**config.mk**
```make
export PLATFORM = sky130hd
export DESIGN_NAME = flex_stp_word_sr
export DESIGN_NICKNAME = d
export VERILOG_FILES = /design/src/rtl/flex_stp_word_sr_pkg.sv /design/src/rtl/flex_stp_word_sr_counter.sv /design/src/rtl/flex_stp_word_sr.sv
export SDC_FILE = /design/constraint.sdc
export NUM_CORES = 1
export LEC_CHECK = 0
export CAP_MARGIN = 20
export CORE_MARGIN = 2
export CORE_UTILIZATION = 35
export DETAILED_ROUTE_END_ITERATION = 8
export DONT_BUFFER_PORTS = 1
export PLACE_DENSITY = 0.52
export SLEW_MARGIN = 10
export SYNTH_ARGS = -nofsm -noshare
export SYNTH_HDL_FRONTEND = slang
export SYNTH_SLANG_ARGS = --single-unit
export TNS_END_PERCENT = 30
```
**constraint.sdc**
```tcl
create_clock -name clk -period 3.35 [get_ports clk]
set_input_delay 0.335 -clock clk [delete_from_list [all_inputs] [get_ports clk]]
set_output_delay 0.335 -clock clk [all_outputs]
set_load 0.005 [all_outputs]
```
**src/rtl/flex_stp_word_sr_pkg.sv**
```systemverilog
// -----------------------------------------------------------------------------
// flex_stp_word_sr_pkg
//   Shared constants for the framed serial-to-parallel shift register.
//   Holds the default word width and shift direction that a front-end
//   (e.g. the I2C datapath) uses when it instantiates flex_stp_word_sr.
//   No ports; import with "import flex_stp_word_sr_pkg::*;".
// -----------------------------------------------------------------------------
package flex_stp_word_sr_pkg;

  // Default word width in bits. Legal range is >= 2.
  localparam int unsigned DEFAULT_NUM_BITS = 8;

  // Default shift direction: 1 = MSB first, 0 = LSB first.
  localparam bit DEFAULT_SHIFT_MSB = 1'b1;

  // Width of a counter that runs 0..num_bits-1.
  function automatic int unsigned count_width(input int unsigned num_bits);
    return (num_bits < 2) ? 1 : $clog2(num_bits);
  endfunction

endpackage : flex_stp_word_sr_pkg

```
**src/rtl/flex_stp_word_sr_counter.sv**
```systemverilog
// -----------------------------------------------------------------------------
// flex_stp_word_sr_counter
//   Enabled up-counter with a programmable rollover value. It counts
//   0..ROLLOVER_VAL and then wraps to 0. The rollover strobe is high in the
//   cycle whose enabled edge performs the wrap. This lets the parent treat it
//   as a "last bit of the word is being sampled now" strobe.
//
// Ports
//   clk            in   clock, rising edge
//   n_rst          in   asynchronous active-low reset
//   clear          in   synchronous clear to 0 (overrides count_enable)
//   count_enable   in   advance the count this cycle
//   count_out      out  WIDTH  current count
//   rollover_flag  out  1      count_enable && count_out == ROLLOVER_VAL
// -----------------------------------------------------------------------------
module flex_stp_word_sr_counter #(
  parameter int unsigned     WIDTH        = 3,
  parameter logic [WIDTH-1:0] ROLLOVER_VAL = '1
) (
  input  logic             clk,
  input  logic             n_rst,
  input  logic             clear,
  input  logic             count_enable,
  output logic [WIDTH-1:0] count_out,
  output logic             rollover_flag
);

  // The strobe is combinational from the enable. It feeds the parent's
  // registers only, so no top-level output gets an input-to-output path.
  assign rollover_flag = count_enable && (count_out == ROLLOVER_VAL);

  // NOTE: sequential state uses non-blocking assignments only. Every
  // register then samples pre-edge values, whatever the block order.
  always_ff @(posedge clk or negedge n_rst) begin
    if (!n_rst) begin
      count_out <= '0;
    end else if (clear) begin
      count_out <= '0;
    end else if (count_enable) begin
      count_out <= rollover_flag ? '0 : count_out + WIDTH'(1);
    end
  end

endmodule : flex_stp_word_sr_counter

```
**src/rtl/flex_stp_word_sr.sv**
```systemverilog
// -----------------------------------------------------------------------------
// flex_stp_word_sr
//   Serial-to-parallel shift register with word framing. Each shift_enable
//   shifts serial_in into the live register and counts one bit. When
//   NUM_BITS bits have been collected, the completed word is captured into a
//   holding register behind a valid/ready handshake. The live register keeps
//   collecting the next word. If a word completes while the holding register
//   is still occupied and not being accepted, the word is dropped and the
//   sticky overrun flag is raised.
//
//   Priority at every edge: clear > shift/complete > handshake.
//
// Ports
//   clk           in   clock, rising edge
//   n_rst         in   asynchronous active-low reset
//   clear         in   synchronous abort: partial word, held word, overrun
//   shift_enable  in   shift one bit this cycle
//   serial_in     in   serial data bit
//   shift_reg     out  NUM_BITS  live shift contents
//   bit_count     out  CNT_W     bits in the current partial word
//   word_out      out  NUM_BITS  held completed word
//   word_valid    out  1         word_out is valid
//   word_ready    in   1         consumer accepts word_out
//   overrun       out  1         sticky: a completed word was dropped
// -----------------------------------------------------------------------------
module flex_stp_word_sr
  import flex_stp_word_sr_pkg::*;
#(
  parameter int unsigned           NUM_BITS  = DEFAULT_NUM_BITS,
  parameter bit                    SHIFT_MSB = DEFAULT_SHIFT_MSB,
  parameter logic [NUM_BITS-1:0]   RESET_VAL = '1,
  localparam int unsigned          CNT_W     = count_width(NUM_BITS)
) (
  input  logic                clk,
  input  logic                n_rst,
  input  logic                clear,
  input  logic                shift_enable,
  input  logic                serial_in,
  output logic [NUM_BITS-1:0] shift_reg,
  output logic [CNT_W-1:0]    bit_count,
  output logic [NUM_BITS-1:0] word_out,
  output logic                word_valid,
  input  logic                word_ready,
  output logic                overrun
);

  localparam logic [CNT_W-1:0] LAST_BIT = CNT_W'(NUM_BITS - 1);

  logic [NUM_BITS-1:0] next_word;     // shift_reg after this cycle's shift
  logic                word_done;     // final bit of a word shifts this edge
  logic                holding_free;  // holding register can take a word now
  logic                transfer;      // consumer takes word_out this edge

  // ---------------------------------------------------------------------------
  // Bit counter. The rollover strobe is the word-completion strobe.
  // ---------------------------------------------------------------------------
  flex_stp_word_sr_counter #(
    .WIDTH        (CNT_W),
    .ROLLOVER_VAL (LAST_BIT)
  ) u_bit_counter (
    .clk           (clk),
    .n_rst         (n_rst),
    .clear         (clear),
    .count_enable  (shift_enable),
    .count_out     (bit_count),
    .rollover_flag (word_done)
  );

  // ---------------------------------------------------------------------------
  // Shift direction. MSB-first shifts left and inserts at bit 0. LSB-first
  // shifts right and inserts at the top, so the first bit received ends up
  // in bit 0.
  // ---------------------------------------------------------------------------
  if (SHIFT_MSB) begin : g_msb_first
    assign next_word = {shift_reg[NUM_BITS-2:0], serial_in};
  end else begin : g_lsb_first
    assign next_word = {serial_in, shift_reg[NUM_BITS-1:1]};
  end

  // The slot is free when it is empty or is being emptied this very edge.
  // That lets back-to-back words keep word_valid high with no bubble.
  assign holding_free = !word_valid || word_ready;
  assign transfer     = word_valid && word_ready;

  // ---------------------------------------------------------------------------
  // Live shift register
  // ---------------------------------------------------------------------------
  always_ff @(posedge clk or negedge n_rst) begin
    if (!n_rst) begin
      shift_reg <= RESET_VAL;
    end else if (clear) begin
      shift_reg <= RESET_VAL;
    end else if (shift_enable) begin
      // Not reloaded on completion; the next word simply shifts over it.
      shift_reg <= next_word;
    end
  end

  // ---------------------------------------------------------------------------
  // Holding register, handshake and overrun
  // ---------------------------------------------------------------------------
  // NOTE: word_out is a data register but still gets a reset value. The
  // interface defines its value after reset and after clear, and it is small.
  always_ff @(posedge clk or negedge n_rst) begin
    if (!n_rst) begin
      word_out   <= '0;
      word_valid <= 1'b0;
      overrun    <= 1'b0;
    end else if (clear) begin
      word_out   <= '0;
      word_valid <= 1'b0;
      overrun    <= 1'b0;
    end else if (word_done) begin
      if (holding_free) begin
        word_out   <= next_word;
        word_valid <= 1'b1;
      end else begin
        // The held word is kept and the new one is lost.
        overrun <= 1'b1;
      end
    end else if (transfer) begin
      // word_out keeps its last value after the transfer.
      word_valid <= 1'b0;
    end
  end

endmodule : flex_stp_word_sr

```
Yosys cells after proc, flatten, opt, wreduce, memory -nomap -nowiden
Cells that the tools add are included.
- $add $sub $neg: 1
- reductions and logical operators: 11
- eq/ne operators: 3
- multiplexer cells: 15
- operator list (operator ; number):
    8-bit 2-to-1 mux ; 5
    3-bit 2-to-1 mux ; 3
    1-bit 2-to-1 mux ; 7
    2-bit AND reduction ; 3
    2-bit nonzero test ; 3
    3-bit by 1-bit adder with 3-bit output (second input constant) ; 1
    3-bit == test (second input constant) ; 1
    3-bit != test (second input constant) ; 1
    3-bit nonzero test ; 1
    1-bit logical AND ; 2
    2-bit != test (second input constant) ; 1
    1-bit logical NOT ; 1
    1-bit logical OR ; 1
- logic and storage cells: 35
- register bits: 21
- bits of input ports: 6
- output and inout port bits: 21

Logic depth before layout (Yosys ltp)
- depth after elaboration: 5
- gate-level depth with buffers: 5
- depth with buffers taken out: 5

By module
From an unflattened synthesis, not the netlist that was laid out.
- cell total of the unflattened synthesis: 81
- area total of the unflattened synthesis: 980.9 um^2
- modules (own cells, without submodules) (module ; area each (um^2) ; times used ; cells an instance ; seq. area each (um^2)):
    flex_stp_word_sr ; 827.0 ; 1 ; 68 ; 460.4
    flex_stp_word_sr_counter ; 153.9 ; 1 ; 13 ; 75.1

Worst setup path before layout
Ideal clock, no wire load.
- path kind: register to register
- from: reg u_bit_counter.count_out[0]
- to: reg word_out[0]
- stages on the path, launching flop included: 6
- arrival: 1.222 ns
- period minus slack after synthesis: 1.301 ns
- slack: 2.049 ns
- data required time: 3.271 ns
- buffers on the path: 0
- library setup time: 0.079 ns
- cells stage by stage: dfrtp_1 > ha_1 > ha_1 > nand2_1 > nor2_8 > mux2i_1
- cells in the longest elaborated chain, start to end: 4
- RTL lines (element ; line ; RTL):
    start: declaration ; flex_stp_word_sr_counter.sv:24 ; output logic [WIDTH-1:0] count_out,
    start signal: assignment ; flex_stp_word_sr_counter.sv:40 ; count_out <= rollover_flag ? '0 : count_out + WIDTH'(1);
    3-bit == test ; flex_stp_word_sr_counter.sv:30 ; assign rollover_flag = count_enable && (count_out == ROLLOVER_VAL);
    1-bit logical AND ; flex_stp_word_sr_counter.sv:30 ;
    2-bit nonzero test (no line) ; -- ;
    2-bit AND reduction (no line) ; -- ;
    end signal: assignment ; flex_stp_word_sr.sv:115 ; word_out <= next_word;
    end: declaration ; flex_stp_word_sr.sv:41 ; output logic [NUM_BITS-1:0] word_out,
Every way passes these cells.
A chain may end at the register's enable or synchronous reset.

Worst setup path after layout
- from: reg u_bit_counter.count_out[0]
- to: reg word_out[4]
The elaborated chain is that of the path after synthesis.

==> metrics.md <==
| Metric | Value |
|---|---|
| Outcome | `finished, final reports clean` |
| Total CTS buffers | `3` |
| Setup slack after placement | `1.89 ns` |
| Filler Cell Count | `270` |
| Synthesized cell area | `approximately 1000 um^2` |
| Synth Area in Simple Gates | `21.8%` |
| Area added between synthesis and finish | `5.10%` |
| All-layer global routing usage | `11.9%` |
| Clock Latency Late Sink | `0.30 ns` |
| Routed len/inst | `15.5 um` |
| Die width | `57.6 um` |
| Worst hold path class | `in2reg` |
| Clock sink count | `21` |
| CTS Buffer Depth | `2` |
| Syn_nets | `91` |
| Detailed-route via count | `580` |
| Hold_sp | `clear` |
| NumNets Final | `93` |
| CP max FO | `8` |
| Compound-Gate Fraction of Synth Area | `about 8.6%` |
| Mux contribution to synthesized area | `9.95%` |
| Synth Area in Adders | `around 2.5%` |
| IO Count | `27` |
| Largest net degree at the start of global routing | `30` |
| CTS clk-pin slew, worst paths | `0.12 ns` |
| Mean Syn Cell Area | `~12 um^2` |
| Reg2Reg Depth | `5` |
| Skew final | `0.00824 ns` |
| Vias in the first global route | `just under 600` |
| # setup viols final | `0` |
| TritonRoute pass-1 iters | `2` |
| DP HPWL | `1150 um` |
| Post-Synth XOR/XNOR Area | `0%` |
| Max-Slew Margin vs Limit | `around four fifths` |
| Crit path DAT | `around 1.7 ns` |
| Hold Path Sink | `u_bit_counter.count_out[2]` |
| R2R Path Start | `u_bit_counter.count_out[0]` |
| Final WS setup | `about 1.9 ns` |
| Final Hold Viols | `0` |
| Share of layout cells above drive strength 1 | `17.9%` |
| Max VDD drop | `just over 0.0003 V` |
| Worst EP required | `3.59 ns` |
| CTS HTree Levels | `1` |
| Ant. Diodes | `0` |
| Seq/Total Area, Yosys | `53.2%` |
| Kind of critical path | `reg2reg` |
| Row cnt | `19` |
| Root Buffer Master | `clkbuf_4` |
| Netlist cell types | `19` |
| Gpl congestion | `0.627` |
| Combinational family with the most area after synthesis | `simple AND/OR/NAND/NOR gates` |
| Endpoint type of the worst setup path | `register` |
| Grt total ovfl | `0` |
| Final worst path period share | `43.4%` |
| Post-cts sizing count | `0` |
| Minimum clock period | `1.45 ns` |
| Antenna Nets Post-Route | `0` |
| PwrDens | `407 nW/um^2` |
| IO buf count | `0` |
| Slew @ Worst Pin | `0.274 ns` |
| RSZ-0062 raised after global routing | `no` |
| Starting DRC count in detailed routing | `23` |
| Gate Count Post-Synth | `between 80 and 90` |
| Die Y | `a little under 60 um` |
| PnR Total Power | `~430 uW` |
| Vias/cell | `5.04` |
| Routed WL | `1780 um` |
| R2r endpoint | `word_out[4]` |
| Critical Path Start Type | `register` |
| Final Max Slew Viols | `0` |
| Max Freq | `688 MHz` |
| Initial Util | `a little under two fifths` |
| DIE AREA | `3320 um^2` |
| Hold path depth | `1` |
| Util after Layout | `38.7%` |
| Design Area, Final | `~1100 um^2` |
| Placement Cell Area | `1000 um^2` |
| Pleak | `roughly 0.45 nW` |
| Global-route wire length before repair | `2940 um` |
| Core area | `~2700 um^2` |
| Synth Register Bits | `21` |
| Syn. warnings | `0` |
| CTS tree | `yes` |
| Initial antenna violation count | `0` |
| Reg2reg setup slack | `between 1.5 and 2 ns` |
| Setup TNS Final | `0 ns` |
| Max Cap Viol | `0` |
| DRC violations left | `0` |
-- metal layers --
| metal | vias up | global-route usage, % | share of wire (%) |
|---|---|---|---|
| li1 | 281 | - | - |
| met1 | 278 | 16.5 | 46 |
| met2 | 19 | 16.7 | 45 |
| met3 | 2 | 5.58 | 8.2 |
| met4 | 0 | 2.99 | 0.90 |
| met5 | - | 0 | 0 |
-- cell families (layout without fill, tap and decap cells) --
family	after synthesis	count (layout)
buffers and inverters	5	6
adder cells (fa/ha/maj)	2	2
flip-flops	21	21
multiplexers	10	10
AO/OA/AOI/OAI	11	11
AND/OR/NAND/NOR	34	34
-- report_power, final --
group          switching [mW]  internal, mW
registers             0.00959         0.267
logic                  0.0124        0.0183
clock network          0.0784        0.0445
total                   0.100         0.329
-- cells in the mapped netlist (all sizes together) --
library cell	instances	area, um^2
ha	2	25.0
mux2i	10	100
a211o	8	70.1
nor2b	5	31.3
nand2	1	3.75
nor2	6	38.8
dfrtp	13	325
nand2b	17	106
and2b	4	31.3
a21oi	2	10.0
nand3b	1	7.51
a31oi	1	6.26
clkbuf	1	3.75
buf	4	36.3
dfstp	8	210
-- worst max-delay path: stages, from the launching register on --
cell and delay (ns):
dfrtp_1 0.43, ha_1 0.17, ha_1 0.22, nand2_1 0.15
nor2_8 0.21, mux2i_1 0.22
-- stage by stage --
stage / std cells / hold slack (ns)
2_1_floorplan: 83 / 0.0394
4_1_cts: 114 / 0.0629
6_report: 115 / 0.0853
3_3_place_gp: 109 / 0.0402
5_1_grt: 115 / 0.0562
3_5_place_dp: 109 / 0.0401
-- timing repair --
action	CTS	global route
buffers inserted	0	0
hold endpoints to repair	21	0
hold buffers	1	0
-- worst max path at each step --
stage,from,endpoint,cells past startpoint
floorplan,u_bit_counter.count_out[0],word_out[0],5
detailed placement,u_bit_counter.count_out[0],word_out[4],5
global placement,u_bit_counter.count_out[0],word_out[4],5
finish,u_bit_counter.count_out[0],word_out[4],5
global route,u_bit_counter.count_out[0],word_out[2],5
CTS,u_bit_counter.count_out[0],word_out[4],5
-- cell usage in the layout, fill, tap and decap left out --
cell           Yosys  routed
nand2b_1          17      17
dfrtp_1           13      13
mux2i_1           10      10
a211o_1            8       8
dfstp_2            8       8
nor2b_1            5       5
nor2_1             5       5
and2b_1            3       3
clkbuf_4           0       3
a21oi_1            2       2
ha_1               2       2
and2b_2            1       1
nand2_1            1       1
nor2_8             1       1
a31oi_1            1       1
nand3b_1           1       1
clkinv_2           0       1
dlygate4sd3_1      0       1
buf_8              1       1
-- cell type report --
type / count / area, um^2 / area share [%]
tap: 31 / 38.8 / 3.67
sequential: 21 / 536 / 50.7
timing repair buffer: 2 / 25.0 / 2.37
clock buffer: 3 / 22.5 / 2.13
clock inverter: 1 / 5.00 / 0.473
multi-input combinational: 57 / 430 / 40.7
Power figures use the tool's default switching activity.
